--- src/rtl/jam_cost_table_pkg.sv ---
// Shared widths, load-FSM states and index helpers for the cost table and the
// assignment engine that reads it.
package jam_pkg;

    localparam int N    = 8;
    localparam int CW   = 7;
    localparam int SW   = 10;
    localparam int IDXW = 3;
    localparam int LDW  = 2 * IDXW;

    localparam logic [LDW-1:0] LAST_IDX = LDW'(N * N - 1);

    typedef enum logic [1:0] {
        EMPTY,
        LOADING,
        READY
    } state_t;

    typedef struct packed {
        logic [IDXW-1:0] w;
        logic [IDXW-1:0] j;
    } cell_t;

    // Row-major beat index: worker in the upper bits, job in the lower bits.
    function automatic cell_t split_idx(input logic [LDW-1:0] idx);
        cell_t c;
        c.w = idx[LDW-1:IDXW];
        c.j = idx[IDXW-1:0];
        return c;
    endfunction

endpackage

--- src/rtl/jam_cost_table_if.sv ---
// Load stream, lookup port and status of the cost table, as seen by the
// engine (master) and the table (slave).
interface jam_cost_table_if;
    import jam_pkg::*;

    logic            CLEAR;
    logic            LD_VALID;
    logic            LD_READY;
    logic [CW-1:0]   LD_DATA;
    logic            LD_LAST;
    logic [IDXW-1:0] W;
    logic [IDXW-1:0] J;
    logic [CW-1:0]   Cost;
    logic            TBL_VALID;
    logic            LD_ERR;
    logic [SW-1:0]   ROW_MIN_SUM;

    modport master (
        output CLEAR, LD_VALID, LD_DATA, LD_LAST, W, J,
        input  LD_READY, Cost, TBL_VALID, LD_ERR, ROW_MIN_SUM
    );

    modport slave (
        input  CLEAR, LD_VALID, LD_DATA, LD_LAST, W, J,
        output LD_READY, Cost, TBL_VALID, LD_ERR, ROW_MIN_SUM
    );

endinterface

--- src/rtl/jam_row_min_acc.sv ---
// Tracks the running minimum of the row being loaded and accumulates the
// per-row minima into a lower bound on any assignment cost.
module jam_row_min_acc
    import jam_pkg::*;
(
    input  logic            clk,
    input  logic            rst_n,
    input  logic            accept,
    input  logic            clear,
    input  logic [IDXW-1:0] col,
    input  logic [CW-1:0]   data,
    output logic [SW-1:0]   row_min_sum
);

    logic [CW-1:0] row_min_q, row_min_d;
    logic [SW-1:0] sum_q, sum_d;
    logic [CW-1:0] beat_min;

    assign beat_min = (data < row_min_q) ? data : row_min_q;

    always_comb begin
        row_min_d = row_min_q;
        sum_d     = sum_q;
        if (accept) begin
            row_min_d = (col == '0) ? data : beat_min;
            if (clear) begin
                sum_d = '0;
            end else if (col == IDXW'(N - 1)) begin
                sum_d = sum_q + SW'(beat_min);
            end
        end
    end

    always_ff @(posedge clk or negedge rst_n) begin
        if (!rst_n) begin
            row_min_q <= '0;
            sum_q     <= '0;
        end else begin
            row_min_q <= row_min_d;
            sum_q     <= sum_d;
        end
    end

    assign row_min_sum = sum_q;

endmodule

--- src/rtl/jam_cost_table.sv ---
// N x N worker/job cost table: streamed in row-major once per problem, then
// read combinationally so the engine can accumulate cost in the same cycle.
module jam_cost_table
    import jam_pkg::*;
(
    input  logic             CLK,
    input  logic             RST_N,
    jam_cost_table_if.slave  bus
);

    state_t          state_q, state_d;
    logic [LDW-1:0]  idx_q, idx_d;
    logic            tbl_valid_q, tbl_valid_d;
    logic            ld_err_q, ld_err_d;

    logic            accept;
    logic            first_beat;
    logic            at_last;
    logic            frame_err;
    cell_t           wr_cell;
    logic [CW-1:0]   row_rd [N];
    logic [SW-1:0]   row_min_sum;

    // Hold ready low during reset so no beat is taken before the FSM is live.
    assign bus.LD_READY = RST_N && (state_q != READY);
    assign accept       = bus.LD_VALID && bus.LD_READY && !bus.CLEAR;
    assign first_beat   = accept && (idx_q == '0);
    assign at_last      = (idx_q == LAST_IDX);
    assign frame_err    = (bus.LD_LAST != at_last);
    assign wr_cell      = split_idx(idx_q);

    always_comb begin
        state_d     = state_q;
        idx_d       = idx_q;
        tbl_valid_d = tbl_valid_q;
        ld_err_d    = ld_err_q;
        if (bus.CLEAR) begin
            state_d     = EMPTY;
            idx_d       = '0;
            tbl_valid_d = 1'b0;
        end else begin
            case (state_q)
                EMPTY, LOADING: begin
                    if (accept) begin
                        if (first_beat) begin
                            ld_err_d = 1'b0;
                        end
                        if (frame_err) begin
                            state_d     = EMPTY;
                            idx_d       = '0;
                            tbl_valid_d = 1'b0;
                            ld_err_d    = 1'b1;
                        end else if (at_last) begin
                            state_d     = READY;
                            idx_d       = '0;
                            tbl_valid_d = 1'b1;
                        end else begin
                            state_d = LOADING;
                            idx_d   = idx_q + LDW'(1);
                        end
                    end
                end
                READY: begin
                end
                default: begin
                    state_d     = EMPTY;
                    idx_d       = '0;
                    tbl_valid_d = 1'b0;
                end
            endcase
        end
    end

    always_ff @(posedge CLK or negedge RST_N) begin
        if (!RST_N) begin
            state_q     <= EMPTY;
            idx_q       <= '0;
            tbl_valid_q <= 1'b0;
            ld_err_q    <= 1'b0;
        end else begin
            state_q     <= state_d;
            idx_q       <= idx_d;
            tbl_valid_q <= tbl_valid_d;
            ld_err_q    <= ld_err_d;
        end
    end

    // One flop row per worker; contents need no reset since reads are gated
    // by tbl_valid_q. Erroneous beats are still written but never exposed.
    for (genvar gi = 0; gi < N; gi++) begin : g_row
        logic [CW-1:0] row_q [N];

        always_ff @(posedge CLK) begin
            if (accept && (wr_cell.w == IDXW'(gi))) begin
                row_q[wr_cell.j] <= bus.LD_DATA;
            end
        end

        assign row_rd[gi] = row_q[bus.J];
    end

    assign bus.Cost = tbl_valid_q ? row_rd[bus.W] : '0;

    jam_row_min_acc u_row_min (
        .clk         (CLK),
        .rst_n       (RST_N),
        .accept      (accept),
        .clear       (first_beat),
        .col         (wr_cell.j),
        .data        (bus.LD_DATA),
        .row_min_sum (row_min_sum)
    );

    assign bus.TBL_VALID   = tbl_valid_q;
    assign bus.LD_ERR      = ld_err_q;
    assign bus.ROW_MIN_SUM = row_min_sum;

endmodule
--- src/flat_wrapper.sv ---
// flat-port wrapper written by rule: the top's interface ports become plain ports
module jam_cost_table_flat import jam_pkg::*;
  (CLK, RST_N, bus_CLEAR, bus_LD_VALID, bus_LD_DATA, bus_LD_LAST, bus_W, bus_J, bus_LD_READY, bus_Cost, bus_TBL_VALID, bus_LD_ERR, bus_ROW_MIN_SUM);
  jam_cost_table_if bus_i ();
  input  logic CLK;
  input  logic RST_N;
  input wire logic [$bits(bus_i.CLEAR)-1:0] bus_CLEAR;
  input wire logic [$bits(bus_i.LD_VALID)-1:0] bus_LD_VALID;
  input wire logic [$bits(bus_i.LD_DATA)-1:0] bus_LD_DATA;
  input wire logic [$bits(bus_i.LD_LAST)-1:0] bus_LD_LAST;
  input wire logic [$bits(bus_i.W)-1:0] bus_W;
  input wire logic [$bits(bus_i.J)-1:0] bus_J;
  output wire logic [$bits(bus_i.LD_READY)-1:0] bus_LD_READY;
  output wire logic [$bits(bus_i.Cost)-1:0] bus_Cost;
  output wire logic [$bits(bus_i.TBL_VALID)-1:0] bus_TBL_VALID;
  output wire logic [$bits(bus_i.LD_ERR)-1:0] bus_LD_ERR;
  output wire logic [$bits(bus_i.ROW_MIN_SUM)-1:0] bus_ROW_MIN_SUM;
  assign bus_i.CLEAR = bus_CLEAR;
  assign bus_i.LD_VALID = bus_LD_VALID;
  assign bus_i.LD_DATA = bus_LD_DATA;
  assign bus_i.LD_LAST = bus_LD_LAST;
  assign bus_i.W = bus_W;
  assign bus_i.J = bus_J;
  assign bus_LD_READY = bus_i.LD_READY;
  assign bus_Cost = bus_i.Cost;
  assign bus_TBL_VALID = bus_i.TBL_VALID;
  assign bus_LD_ERR = bus_i.LD_ERR;
  assign bus_ROW_MIN_SUM = bus_i.ROW_MIN_SUM;
  jam_cost_table u_core (.CLK(CLK), .RST_N(RST_N), .bus(bus_i));
endmodule
--- config.mk ---
export PLATFORM = sky130hd
export DESIGN_NAME = jam_cost_table_flat
export DESIGN_NICKNAME = d
export VERILOG_FILES = /design/src/rtl/jam_cost_table_pkg.sv /design/src/rtl/jam_cost_table_if.sv /design/src/rtl/jam_row_min_acc.sv /design/src/rtl/jam_cost_table.sv /design/src/flat_wrapper.sv
export SDC_FILE = /design/constraint.sdc
export NUM_CORES = 1
export LEC_CHECK = 0
export ABC_AREA = 1
export CORE_ASPECT_RATIO = 0.9
export CORE_UTILIZATION = 55
export CTS_CLUSTER_SIZE = 20
export DETAILED_ROUTE_END_ITERATION = 7
export PLACE_DENSITY_LB_ADDON = 0.1
export SLEW_MARGIN = 20
export SYNTH_ARGS = -nofsm -noshare
export SYNTH_HDL_FRONTEND = slang
export SYNTH_SLANG_ARGS = --single-unit
export TNS_END_PERCENT = 5
--- constraint.sdc ---
create_clock -name CLK -period 2.4 [get_ports CLK]
set_input_delay 0.48 -clock CLK [delete_from_list [all_inputs] [get_ports CLK]]
set_output_delay 0.48 -clock CLK [all_outputs]
set_load 0.02 [all_outputs]
* Word level (Yosys, flattened, before mapping) *
Memory sizes are Yosys's and may differ from the RTL's.
Index checks and enable logic that the tools add are counted.

operators by class
  add/sub/neg operators = 2
  $lt $le $gt $ge = 2
  eq/ne operators = 16
  muxes and demuxes = 41
  bitwise logic cells = 2
  reductions and logical operators = 24

operators by type and width
  cell                                                    number
  two-way mux 7 bit                                       5
  two-way mux 6 bit                                       4
  two-way mux 1 bit                                       22
  binary-select mux 7 bit (select 3 bit)                  1
  two-way mux 10 bit                                      2
  == test 3 bit (second input constant)                   5
  logical AND 1 bit                                       12
  one-hot mux 6 bit (2 select lines)                      1
  adder 10 x 7 -> 10 bit                                  1
  two-way mux 2 bit                                       4
  less-than comparator 7 bit                              1
  adder 6 x 1 -> 6 bit (second input constant)            1
  == test 3 x 2 -> 1 bit (second input constant)          2
  == test 6 bit (second input constant)                   1
  zero test 3 bit                                         2
  zero test 6 bit                                         1
  >= comparator 4 bit (second input constant)             1
  inequality test 2 bit (second input constant)           2
  inequality test 4 x 2 -> 1 bit (second input constant)  1
  NOT 3 -> 4 bit                                          1
  one-hot mux 2 bit (2 select lines)                      1
  AND reduction 2 bit                                     2
  AND reduction 4 bit                                     1
  nonzero test 2 bit                                      2
  other kinds (11)                                        11

word-level totals
  register bits = 27
  bits in writable memories = 448
  input port bits = 18
  output and inout port bits = 20
  word-level logic and storage cells = 101
  memories = 8

memory list
  memory                 words  width  read ports  clocked after Yosys merged registers in  write ports  RTL line              RTL
  u_core.g_row[0].row_q  8      7      1           0                                        1            jam_cost_table.sv:91  logic [CW-1:0] row_q [N];
  u_core.g_row[1].row_q  8      7      1           0                                        1            jam_cost_table.sv:91
  u_core.g_row[2].row_q  8      7      1           0                                        1            jam_cost_table.sv:91
  u_core.g_row[3].row_q  8      7      1           0                                        1            jam_cost_table.sv:91
  u_core.g_row[4].row_q  8      7      1           0                                        1            jam_cost_table.sv:91
  u_core.g_row[5].row_q  8      7      1           0                                        1            jam_cost_table.sv:91
  2 more memories        n/a    n/a    n/a         n/a                                      n/a          n/a

* Longest topological paths before layout *
Gate-level depths: netlist of the first run.

  word-level depth = 7
  gate-level depth with buffers = 18
  depth with buffers taken out = 18

* Modules after synthesis *
A second synthesis of the first run with hierarchy kept.

second synthesis, totals
  cell total of the unflattened synthesis = 1863
  area total of the unflattened synthesis = 20363.3 um^2

by module, submodules not included
  module           times used  cells an instance  area each (um^2)  seq. area each (um^2)
  jam_cost_table   1           1654               18960.7           13703.1
  jam_row_min_acc  1           209                1402.6            425.4

* Least setup slack after synthesis of the first run *
Ideal clock, no wire load.

  path kind = input -> register
  start = in bus_LD_DATA[6]
  end = reg u_core.u_row_min.sum_q[6] (netlist: u_core.u_row_min.row_min_sum[6])
  library setup time = 0.066 ns
  arrival time = 2.696 ns
  data required time = 2.334 ns
  slack = -0.362 ns
  stages = 17
  buffers on the path = 0
  cell sequence = ha_1 > nand2_1 > o21a_1 > nand2_1 > nand2_1 > and2_1 > ha_1 > fa_1 > nand3_1 > nand2_1 > nand2_1 > nand2_1 > a21oi_1 > nor2_1 > nor2_1 > nand2_1 > nand2_1

on the way
  longest elaborated chain between the ends = 5

ends and longest elaborated chain
  item                        RTL line               RTL
  start, declared             flat_wrapper.sv:9      input wire logic [$bits(bus_i.LD_DATA)-1:0] bus_LD_DATA;
  less-than comparator 7 bit  jam_row_min_acc.sv:19  assign beat_min = (data < row_min_q) ? data : row_min_q;
  two-way mux 7 bit *         jam_row_min_acc.sv:19
  adder 10 x 7 -> 10 bit *    jam_row_min_acc.sv:29  sum_d = sum_q + SW'(beat_min);
  two-way mux 10 bit *        jam_row_min_acc.sv:28  end else if (col == IDXW'(N - 1)) begin
  two-way mux 10 bit *        jam_row_min_acc.sv:26  if (clear) begin
  end signal, assigned        jam_row_min_acc.sv:40  sum_q <= sum_d;
  end, declared               jam_row_min_acc.sv:16  logic [SW-1:0] sum_q, sum_d;

Every way passes the cells marked *; elsewhere a longest branch is shown, timed or not. The select of a mux whose other input is x is not followed.
A chain may end at the register's enable or synchronous reset.

* Worst setup path in the final report of the first run *
  start = reg u_core.u_row_min.row_min_q[2]
  end = reg u_core.u_row_min.sum_q[9] (netlist: u_core.u_row_min.row_min_sum[9])

on the way
  longest elaborated chain between the ends = 5

ends and longest elaborated chain
  item                        RTL line               RTL
  start, declared             jam_row_min_acc.sv:15  logic [CW-1:0] row_min_q, row_min_d;
  start signal, assigned      jam_row_min_acc.sv:39  row_min_q <= row_min_d;
  less-than comparator 7 bit  jam_row_min_acc.sv:19
  two-way mux 7 bit *         jam_row_min_acc.sv:19
  adder 10 x 7 -> 10 bit *    jam_row_min_acc.sv:29
  two-way mux 10 bit *        jam_row_min_acc.sv:28
  two-way mux 10 bit *        jam_row_min_acc.sv:26

Marks and branches as above.

==> results list, run 1 <==
* Cell types with the largest area share after synthesis: sky130_fd_sc_hd__edfxtp_1 (66%), sky130_fd_sc_hd__nand2_1 (11%), sky130_fd_sc_hd__nand3_1 (10%)
- Number of detailed-routing iterations run before antenna repair: 8
* Cell Area, Synth: about 20000 um2
- Largest net degree at the start of global routing: 71
- Final Max Slew Viols: 0
- In this design, the stage delay of the slowest critical-path cell is roughly 0.38 ns.
- After clock tree synthesis, the clock-pin slew on the worst setup and hold paths is around 0.06 ns.
- Post-layout net count: between 2000 and 2500
- Part of the power in combinational logic: approximately a tenth
* Switching portion of total power: a little under a quarter
* YS warnings: 0
- Slack of the critical path: -0.2276 ns
- After filler insertion, the fill cell instance count of the layout stands at 2698.
- Violated checks: setup timing
- STA puts the critical path data arrival time at 3.07 ns.
* Maximum clock skew at final layout: between 0.015 and 0.02 ns
- Counting the buffers created by CTS gives 47.
- Peak ir drop on the vdd network: around 0.52 mV
- Clock sink total: around 480
* Leakage power of the design: 9.256 nW
* Register-to-Register Setup Slack: -0.23 ns
- Global routing consumed, over all layers together, between 20% and 30% of the routing resources.
- Chain of cells forming the critical path: inv_2 -> ha_4 -> a21oi_1 -> a21o_1 -> nand2_2 -> buf_4 -> buf_4 -> nand2_1 -> and2_4 -> ha_4 -> a21oi_2 -> o21a_1 -> nand2_1 -> nand4_1 -> nand2_1 -> nand2_1 -> nor2_1
- The H-tree was split into 2 levels.
* GR Layer Usage met3: 3.713%
- Nature of the critical path startpoint: flip-flop
- For this design the total switching power over the nets is approximately 4.2 mW.
* Period utilization: 109.5%
- The worst pin sits at a relative slew slack of a little over two fifths.
* Die area: around 38000 um2
- At the worst endpoint, the required time is roughly 2.9 ns.
* I/O pin count: 38
- Core Region: between 30000 and 40000 um2
- Library cell used as clock root buffer: sky130_fd_sc_hd__clkbuf_16
- Reg-to-Reg End: u_core.u_row_min.row_min_sum[9]$_DFFE_PN0P_
- The first global-routing pass estimated 81.27 mm of wire.
* Average detailed-routed wire length per instance: 21.21 um
- The number of cells on the worst reg-to-reg path is 17.
* Internal power: approximately 14 mW
* Starting utilization of the core area: between 50% and 60%
- Chip width: just over 200 um
* Grt peak-use layer: met2
- Dominant delay contributor by cell family on the critical path: simple AND/OR/NAND/NOR gates
- At the later pin of the worst-skew pair, clock insertion delay measures 0.56 ns.
- Max-cap violations in this run came to 0.
* Cell at the slowest stage of the critical path: sky130_fd_sc_hd__dfrtp_1
- Sequential elements use a little over two thirds of the synthesized area.
- DRC errors left: 0
* Clock tree buffer depth: 3
* Avg Inst Size Synth: 11.16 um2
- Power share of the clock group: about 40%
* Vias per cell: approximately 5.7
- Final hold analysis gives a worst-case slack of 0.2925 ns.
- From bottom edge to top edge, the die measures roughly 180 um.
- The design draws between 15 and 20 mW.
* RSZ-0062 raised after global routing: yes
- The worst setup path is of the reg -> reg kind.
- Final count of hold timing violations: 0
- Routed via count: about 14000
* DR iter-0 viols: ~1500
- CTS tree: built
- Reg2Reg Launch Point: u_core.u_row_min.row_min_q[2]$_DFFE_PN0P_
- Among the stages of the critical path, the cell type that occurs most often is sky130_fd_sc_hd__nand2_1.
- Antenna Diode Count: 0
- Ratio of total power to cell area: between 700 and 800 nW/um2
- After synthesis the netlist holds a flip-flop and latch count of 475.
- Synthesis produced roughly 1800 cells.
* Maximum clock rate: approximately 380 MHz
* Net count after synthesis: around 1900
* Routed WL: ~53 mm
* Share of layout cells above drive strength 1: 16.39%
* Area growth from synthesis to layout: 19.48%
- At the pin with the least slew margin, the transition time is between 0.8 and 0.9 ns.
- Kind of capture point of the worst setup path: flip-flop
- Together, buffers and inverters on the worst path number 3.
- For this run, the leading register cell type out of synthesis is sky130_fd_sc_hd__edfxtp_1.
* Leading area contributor after synthesis: sky130_fd_sc_hd__edfxtp_1
- The synthesized design devotes to its leading area cell type between 60% and 70% of total area.
* Number of standard-cell rows in the floorplan: 66
* Outcome: finished, violations left
- Minimum clock period: about 2.6 ns
- Number of flops mapped to enable cells by yosys: 448
- Among all cell types in the netlist, the one instantiated most often is sky130_fd_sc_hd__nand2_1.
- In the final layout, the multi-input gates occupy 5689 um2.
* Met2 global-route usage: a little under half
- Global routing used around 40% of the available met1 tracks.
- Final HPWL DP: roughly 32 mm
- Number of input and output port buffers inserted: 37
- Sequential fraction of design power: between 40% and 50%
- Along the worst path, the maximum fanout reaches 5.
* Weighted congestion reported at the end of routability-driven placement: 0.9168
* Leftover overflow at the end of global routing: 0
* Vias in the first global route: 13920
- Number of nets with antenna violations after detailed routing: 0
- The initial antenna violation count came to 1.
* Number of buffers inserted by hold repair at cts: 0
* Distinct cell type count after synthesis: 35
- Ranked by instance count, the synthesized netlist is headed by sky130_fd_sc_hd__nand2_1 (608), sky130_fd_sc_hd__edfxtp_1 (448), sky130_fd_sc_hd__nand3_1 (419).
* Area taken by flip-flops and latches: roughly 14000 um2
- In this run the worst hold path is classified as in -> async.
- Async set or reset register ratio after synthesis: about 5.7%
- Setup violations remaining at the end of the flow were counted as 15.
[layout make-up]
type | count | area share [%]
clock buffers | 64 | 5.375
clock inverters | 21 | 0.9397
inverters | 42 | 0.7229
multi-input cells | 1205 | 23.48
flip-flops and latches | 475 | 58.31
well taps | 476 | 2.458
repair buffers | 219 | 8.721
[kinds of logic (layout without fill, tap and decap cells)]
kind of cell,count (synthesis),in the layout,share of synthesized area [%]
buffers and inverters,138,346,3.603
adders and majority gates,19,19,1.209
DFF,475,475,69.66
xor gates and xnor gates,5,5,0.2160
and+or+nand+nor,1127,1127,23.83
AOI/OAI and AO/OA,54,54,1.481
[power by group through the flow]
stage	logic, mW	registers, mW	clock network (mW)
floorplan	0.881	9.31	0
finish	1.89	9.14	7.33
CTS	1.85	9.14	7.41
global route	2.04	9.14	7.70
detailed placement	1.66	9.31	0
global placement	1.64	9.31	0
[what timing repair did]
| item | 4_1_cts | 5_1_grt |
|---|---|---|
| gates cloned | 5 | 0 |
| setup endpoints to repair | 15 | 15 |
| gates resized for setup | 96 | 9 |
| buffers inserted | 4 | 4 |
| pin swaps | 16 | 20 |
[state kept, by name, summed over array words and instances (netlist names)]
signal / cells
u_core.state_q: 2
u_core.bus.LD_ERR: 1
u_core.u_row_min.row_min_q: 7
u_core.g_row.row_q: 448
u_core.bus.TBL_VALID: 1
u_core.u_row_min.row_min_sum: 10
u_core.idx_q: 6
[worst register-to-register path, delay by kind of cell (launching register included)]
family / cells / cell delay [ns]
compound gates: 4 / 0.65
simple gates: 8 / 0.72
flops: 1 / 0.38
fa+ha+maj: 2 / 0.41
buf+inv: 3 / 0.38
[cell usage in the layout (no fill, tap or decap), drive strengths merged, types with 18 or more instances in the layout]
| master | synthesis | routed |
|---|---|---|
| a21oi | 30 | 30 |
| buf | 78 | 196 |
| clkbuf | 18 | 64 |
| clkdlybuf4s50 | 0 | 20 |
| dfrtp | 27 | 27 |
| edfxtp | 448 | 448 |
| ha | 18 | 18 |
| inv | 41 | 40 |
| nand2 | 610 | 610 |
| nand3 | 419 | 419 |
| nor2 | 78 | 78 |
[through the flow]
step	TNS [ns]	cell area (um2)	instances	utilization, %	worst slack (ns)
after floorplan	-0.4082	20310	1818	-	-0.1605
after global placement	-8.661	22190	2404	61.21	-0.8165
after detailed placement	-11.00	22190	2404	61.21	-0.7977
after CTS	-1.913	24170	2498	66.67	-0.1707
after global routing	-3.999	24230	2502	66.84	-0.4218
final	-2.569	24230	2502	66.84	-0.2276
[worst max-delay path by stage]
stage,start,to,cells past startpoint
floorplan,bus_LD_DATA[2],u_core.u_row_min.row_min_sum[6]$_DFFE_PN0P_,17
global placement,bus_J[0],bus_Cost[6],13
detailed placement,bus_J[0],bus_Cost[6],13
CTS,bus_J[0],bus_Cost[1],13
global route,u_core.u_row_min.row_min_q[6]$_DFFE_PN0P_,u_core.u_row_min.row_min_sum[6]$_DFFE_PN0P_,18
finish,u_core.u_row_min.row_min_q[2]$_DFFE_PN0P_,u_core.u_row_min.row_min_sum[9]$_DFFE_PN0P_,17
[layer usage]
layer / vias up / routed length (um) / part of all wire [%]
met5: - / 0 / 0
met4: 0 / 2169 / 4.1
met3: 130 / 2997 / 5.6
met2: 536 / 25320 / 48
met1: 6922 / 22590 / 43
li1: 6707 / - / -
No activity file was read; power rests on OpenSTA's default activity.
==> run 2, diff against run 1 <==
- clock period: 2.4 -> 3.4 ns (I/O delays scaled with it)
==> run 2 against run 1 <==
Critical endpoint is now bus_Cost[6]; combinational power shrank 43%; the flow now finishes without violations; non-clock buffer count shrank 82; via count shrank 2.3%; clock skew shrank 0.0016 ns; highest routed layer unchanged; flip-flop and latch count is the same; core utilization shrank 3.2 points.
==> results list, run 2 (synthesized netlist as in run 1, its figures left out) <==
- First-pass GRT wire length: 78.47 mm (was 81.27 mm)
- Count of maximum capacitance violations: 0 (unchanged)
- The clock sink total was 475 (unchanged).
- Routed WL: 51.70 mm (was 53.08 mm)
- The areal power density over the cells is 538.6 nW/um2 (was 757.6 nW/um2).
- The class of the worst hold path is reg -> reg (was in -> async).
- Most used cells in the layout excluding fill and tap cells: sky130_fd_sc_hd__nand2_1 (608), sky130_fd_sc_hd__edfxtp_1 (448), sky130_fd_sc_hd__nand3_1 (419) (was sky130_fd_sc_hd__nand2_1 (597), sky130_fd_sc_hd__edfxtp_1 (448), sky130_fd_sc_hd__nand3_1 (412))
- Final setup violation count: 0 (was 15)
- The total count of hold-check failures in the final report came to 0 (unchanged).
- Number of nets with antenna violations after detailed routing: 0 (unchanged)
- The maximum count of clock buffers along a single path came to 3 (unchanged).
- The worst clock skew is 0.01468 ns (was 0.01630 ns).
- The clock tree from TritonCTS was built (unchanged).
- The launching element type of the critical path was an input pin (was flip-flop).
* Arrival time at the worst endpoint: 2.57 ns (was 3.07 ns)
* Chip width: 204.4 um (unchanged)
- The placeable core area is 36250 um2 (unchanged).
* Top reg by flops: u_core.g_row.row_q (unchanged)
- Vias per cell: 5.764 (was 5.713)
* Library cell used as clock root buffer: sky130_fd_sc_hd__clkbuf_16 (unchanged)
- Number of standard-cell rows in the floorplan: 66 (unchanged)
- Clock network latency to the later pin of the worst-skew pair: 0.56 ns (about the same)
* I/O pin count: 38 (unchanged)
* Period utilization: 95.67%
- Post-layout net count: 1944 (was 2027)
- Area growth from synthesis to layout: 13.70% (was 19.48%)
- Fin Setup TNS: 0 ns (was -2.569 ns)
- The clock-pin slew on the worst setup and hold paths was 0.06 ns (about the same).
- Leading cell type in the layout, fill and taps excluded: sky130_fd_sc_hd__nand2_1 (unchanged)
- The total of fill cells in the finished design was 2847 (was 2698).
* Crit Path Category: in -> out (was reg -> reg)
* GR Util All Layers: 28.10% (was 28.86%)
- Slew margin rel.: 42.98% (was 42.00%)
- The total die area was 37650 um2 (unchanged).
* Largest net degree at the start of global routing: 67 (was 71)
- The required time of the worst setup path came to 2.72 ns (was 2.85 ns).
* Share of layout cells above drive strength 1: 9.357% (was 16.39%)
- Average detailed-routed wire length per instance: 21.35 um (was 21.21 um)
- Worst setup slack after placement: -0.1103 ns (was -0.7977 ns)
- Routed via count: 13960 (was 14300)
- The number of buffers added on ports was 37 (unchanged).
* Starting utilization of the core area: 55.94% (unchanged)
- Weighted congestion reported at the end of routability-driven placement: 0.8976 (was 0.9168)
- The minimum setup slack in the final design came to 0.1472 ns (was -0.2276 ns).
* DR iter-0 viols: 1545 (was 1460)
- Peak ir drop on the vdd network: 0.5087 mV (was 0.5204 mV)
- The post-route DRC violation count was 0 (unchanged).
- The actual slew at the worst max-slew pin is 0.8529 ns (was 0.8700 ns).
* RSZ-0062 raised after global routing: no (was yes)
* Maximum fanout along the worst path: 21 (was 5)
- Post-Route Utilization: 63.61% (was 66.84%)
- Outcome: complete, no violations (was finished, violations left).
- H-tree depth: 2 (unchanged)
- The number of max-slew violations in the final report is 0 (unchanged).
- The leakage power came to 8.695 nW (was 9.256 nW).
* Die Height: 184.2 um (unchanged)
- Kind of capture point of the worst setup path: primary output (was flip-flop)
- Timing would allow up to between 300 and 400 MHz.
* Number of detailed-routing iterations run before antenna repair: 6 (was 8)
- Number of buffers created by CTS: 46 (was 47)
* Final HPWL DP: 32.28 mm (was 32.24 mm)
- Vias in the first global route: 13290 (was 13920)
* Max FFs per register: 448 (unchanged)
- The initial antenna violation count came to 1 (unchanged).
- Minimum clock period: 3.253 ns
- The global route total overflow is 0 (unchanged).
-- run 2: cell types whose count changed in the layout (fill, tap and decap cells not counted), moves of 10 or more --
cell / change
sky130_fd_sc_hd__buf_4: -73
sky130_fd_sc_hd__ha_4: -10
sky130_fd_sc_hd__nand2_1: +11
sky130_fd_sc_hd__nand2_2: -11
sky130_fd_sc_hd__a21oi_1: +11
sky130_fd_sc_hd__a21oi_2: -11
sky130_fd_sc_hd__ha_1: +10
-- run 2: repair_timing --
item	in CTS	in global routing
gates resized for setup	7	1
pin swaps	0	0
hold buffers	0	0
buffers inserted	0	0
endpoints found under the setup margin	7	1
-- run 2: critical path, stage by stage --
cell and delay [ns]:
sky130_fd_sc_hd__buf_6 0.14, sky130_fd_sc_hd__inv_6 0.11, sky130_fd_sc_hd__buf_12 0.16, sky130_fd_sc_hd__buf_12 0.16, sky130_fd_sc_hd__nand2_1 0.06, sky130_fd_sc_hd__nand3_1 0.06, sky130_fd_sc_hd__nand3_1 0.12, sky130_fd_sc_hd__nand2_1 0.16
sky130_fd_sc_hd__nand2_1 0.08, sky130_fd_sc_hd__nand3_1 0.08, sky130_fd_sc_hd__nand3_1 0.09, sky130_fd_sc_hd__a21oi_1 0.27, sky130_fd_sc_hd__dlygate4sd2_1 0.38
-- run 2: report_power, final --
part / switching [mW] / internal, mW / leakage, nW
combinational: 0.739 / 0.340 / 3.63
clock: 2.12 / 2.78 / 0.691
sequential: 0.0160 / 6.43 / 4.37
total: 2.87 / 9.55 / 8.69
-- run 2: path summary, 6_finish.rpt --
path | start | endpoint | slack (ns) | cells past startpoint
max in group asynchronous | RST_N | u_core.idx_q[4]$_DFFE_PN0P_ | 2.57 | 2
worst max register to register | u_core.u_row_min.row_min_q[6]$_DFFE_PN0P_ | u_core.u_row_min.row_min_sum[6]$_DFFE_PN0P_ | 0.54 | 17
min in group asynchronous | RST_N | u_core.u_row_min.row_min_q[3]$_DFFE_PN0P_ | 0.56 | 2
worst min-delay path | u_core.state_q[0]$_DFFE_PN0P_ | u_core.state_q[0]$_DFFE_PN0P_ | 0.52 | 2
worst min register to register | u_core.state_q[0]$_DFFE_PN0P_ | u_core.state_q[0]$_DFFE_PN0P_ | 0.52 | 2
worst max-delay path | bus_J[0] | bus_Cost[6] | 0.15 | 13
-- run 2: layer usage --
layer	track usage [%]	routed length [um]	vias up
li1	-	-	6532
met1	40.37	22100	6814
met2	45.95	24770	534
met3	3.147	3724	81
met4	7.194	1101	0
met5	0	0	-
-- run 2: area by class of cell --
type	count	area [um2]	share of cell area (%)
Clock inverter	24	160.2	0.6945
Inverter	42	163.9	0.7108
Timing Repair Buffer	137	1309	5.676
Sequential cell	475	14130	61.27
Tap cell	476	595.6	2.583
Antenna cell	1	2.502	0.01085
Multi-Input combinational cell	1205	5425	23.53
Clock buffer	62	1275	5.529
-- run 2: per-stage QoR --
stage               instance area (um2)  hold slack, ns  std cells  power [mW]
floorplan                         20280          0.3844       1818       7.187
global placement                  21630          0.5076       2335       7.631
detailed placement                21630          0.5084       2335       7.646
CTS                               23050          0.5256       2421       12.48
global route                      23060          0.5439       2421       12.79
finish                            23060          0.5201       2422       12.42
==> run 3, diff against run 2 <==
- clock period: 3.4 -> 3.2 ns (I/O delays scaled with it)
==> run 3 against run 2 <==
Combinational power increased by 10%; clock skew fell by 0.0015 ns; worst setup slack got worse by 0.062 ns; register-to-register slack worse by 0.08 ns; sequential share of layout area decreased by 1.3 points; sequential power grew 6.2%; final area up 2.2%; critical path type unchanged; critical endpoint is now bus_Cost[3]; largest power group unchanged; highest routed layer unchanged.
==> results list, run 3 (synthesized netlist as in run 1, its figures left out) <==
- Outcome: complete, no violations (unchanged).
- The final non-filler cell area is 23560 um2 (was 23060 um2).
* Clock transition at the registers of the reported paths: 0.06 ns (about the same)
- The number of hold-repair buffers added at the cts stage was 0 (unchanged).
- Most used cells in the layout excluding fill and tap cells: sky130_fd_sc_hd__nand2_1 (608), sky130_fd_sc_hd__edfxtp_1 (448), sky130_fd_sc_hd__nand3_1 (419) (unchanged)
* Number of buffers created by CTS: 47 (was 46)
* Final count of hold timing violations: 0 (unchanged)
* Period utilization: a little over nine tenths
* GR Util All Layers: 28.55% (was 28.10%)
* Peak ir drop on the vdd network: 0.4863 mV (was 0.5087 mV)
- Die Height: 184.2 um (unchanged)
- Max FFs per register: 448 (unchanged)
- The total of fill cells in the finished design was 2808 (was 2847).
- Crit Path Category: in -> out (unchanged)
- Largest net degree at the start of global routing: 71 (was 67)
- The clock sink total was 475 (unchanged).
* Hold/Removal Path Class: in -> async (was reg -> reg)
* Maximum clock skew at final layout: 0.01313 ns (was 0.01468 ns)
- Number of standard-cell rows in the floorplan: 66 (unchanged)
* I/O pin count: 38 (unchanged)
- The sort of element at the end of the critical path was a primary output (unchanged).
* First-pass GRT wire length: 79.72 mm (was 78.47 mm)
- Chip width: 204.4 um (unchanged)
- The maximum count of clock buffers along a single path is 3 (unchanged).
* Starting utilization of the core area: 55.94% (unchanged)
* Number of input and output port buffers inserted: 37 (unchanged)
- The number of instances in the placed design was 2380 (was 2335).
- Non-filler cells, final: 2465 (was 2422)
- Req. time, crit path: 2.56 ns (was 2.72 ns)
* Final Max Slew Viols: 0 (unchanged)
- The total via count in the routed design was 14090 (was 13960).
* Post-layout net count: 1990 (was 1944)
- Die area: 37650 um2 (unchanged)
- Number of nets with antenna violations after detailed routing: 0 (unchanged)
- Number of detailed-routing iterations run before antenna repair: 6 (unchanged)
- The wire length per cell is 21.12 um (was 21.35 um).
* Library cell used as clock root buffer: sky130_fd_sc_hd__clkbuf_16 (unchanged)
- The ratio of cells with drive above 1 in the final layout is 11.92% (was 9.357%).
- DRC errors left: 0 (unchanged)
- The global route total overflow was 0 (unchanged).
- RSZ-0062 raised after global routing: no (unchanged).
- The areal power density over the cells was 574.2 nW/um2 (was 538.6 nW/um2).
- The critical-path maximum fanout was 13 (was 21).
* Leading cell type in the layout, fill and taps excluded: sky130_fd_sc_hd__nand2_1 (unchanged)
- Slew margin rel.: 44.04% (was 42.98%)
* DR iter-0 viols: 1349 (was 1545)
* Area growth from synthesis to layout: 16.15% (was 13.70%)
* Weighted congestion reported at the end of routability-driven placement: 0.8997 (was 0.8976)
- Minimum clock period: a little over 3 ns
- Worst slew pin tran: 0.8394 ns (was 0.8529 ns)
- Nature of the critical path startpoint: input pin (unchanged)
- CTS tree: built (unchanged)
- Derived from the worst setup path, the maximum achievable clock frequency is between 300 and 400 MHz.
- Post-Route Utilization: 64.98% (was 63.61%)
* Arrival time at the worst endpoint: 2.48 ns (was 2.57 ns)
- The clock insertion delay at the later pin of the skew report came to 0.57 ns (was 0.56 ns).
- The initial antenna violation count came to 2 (was 1).
- The detail-routed via count per cell is 5.716 (was 5.764).
* Top reg by flops: u_core.g_row.row_q (unchanged)
- The reported max-cap violation count was 0 (unchanged).
* Vias in the first global route: 13700 (was 13290)
- Final setup violation count: 0 (unchanged)
- The count of H-tree levels built during CTS was 2 (unchanged).
- The leakage power is 8.988 nW (was 8.695 nW).
- The number of antenna repair diodes is 0 (was 1).
- Routed WL: 52.07 mm (was 51.70 mm)
* Post-placement cell area: 22050 um2 (was 21630 um2)
- Final HPWL DP: 32.67 mm (was 32.28 mm)
* Core Region: 36250 um2 (unchanged)
## run 3: layout make-up
cell class | instances | area, um2 | share of cell area [%]
clock buffer | 62 | 1295 | 5.497
clock inverter | 23 | 231.5 | 0.9826
inverter | 42 | 163.9 | 0.6958
multi-input combinational | 1205 | 5425 | 23.03
sequential | 475 | 14130 | 59.98
tap | 476 | 595.6 | 2.528
timing repair buffer | 182 | 1717 | 7.287
## run 3: through the flow
stage / TNS [ns] / hold slack [ns] / power (mW) / worst slack (ns)
6_report: 0 / 0.4641 / 13.53 / 0.08480
3_5_place_dp: -1.654 / 0.5068 / 8.166 / -0.2828
2_1_floorplan: 0 / 0.3444 / 7.636 / 0.2783
5_1_grt: 0 / 0.5052 / 13.92 / 0.007446
3_3_place_gp: -1.613 / 0.4994 / 8.155 / -0.2795
4_1_cts: 0 / 0.4638 / 13.61 / 0.005716
## run 3: repair_timing
item,4_1_cts,5_1_grt
gates resized for setup,7,12
endpoints found under the setup margin,7,7
buffers inserted,0,0
## run 3: worst paths after layout
kind	start	to	slack, ns	cells past startpoint
worst max-delay path	bus_J[0]	bus_Cost[3]	0.08	12
worst min-delay path	RST_N	u_core.idx_q[5]$_DFFE_PN0P_	0.46	2
worst max register to register	u_core.u_row_min.row_min_q[6]$_DFFE_PN0P_	u_core.u_row_min.row_min_sum[6]$_DFFE_PN0P_	0.46	17
worst min register to register	u_core.state_q[1]$_DFFE_PN0P_	u_core.bus.LD_ERR$_DFFE_PN0P_	0.51	1
max in group asynchronous	RST_N	u_core.idx_q[2]$_DFFE_PN0P_	2.47	2
min in group CLK	u_core.state_q[1]$_DFFE_PN0P_	u_core.bus.LD_ERR$_DFFE_PN0P_	0.51	1
## run 3: where the power goes
part	leakage, nW	internal (mW)	switching [mW]
Combinational	3.87	0.398	0.793
Clock	0.739	3.23	2.25
Sequential	4.37	6.83	0.0162
## run 3: layer usage
layer | vias to the layer above | GRT usage, % | wire length, um
met1 | 6783 | 40.31 | 21820
met4 | 0 | 9.403 | 1444
met2 | 586 | 45.83 | 24520
met3 | 95 | 4.084 | 4294
li1 | 6625 | - | -
met5 | - | 0 | 0
## run 3: worst max-delay path: stages
cell,delay [ns]
sky130_fd_sc_hd__buf_6,0.13
sky130_fd_sc_hd__inv_6,0.14
sky130_fd_sc_hd__buf_4,0.21
sky130_fd_sc_hd__nand2_1,0.07
sky130_fd_sc_hd__nand3_1,0.10
sky130_fd_sc_hd__nand3_1,0.14
sky130_fd_sc_hd__nand2_1,0.17
sky130_fd_sc_hd__nand2_1,0.07
sky130_fd_sc_hd__nand3_1,0.07
sky130_fd_sc_hd__nand3_1,0.08
sky130_fd_sc_hd__a21oi_1,0.28
sky130_fd_sc_hd__clkdlybuf4s15_1,0.35
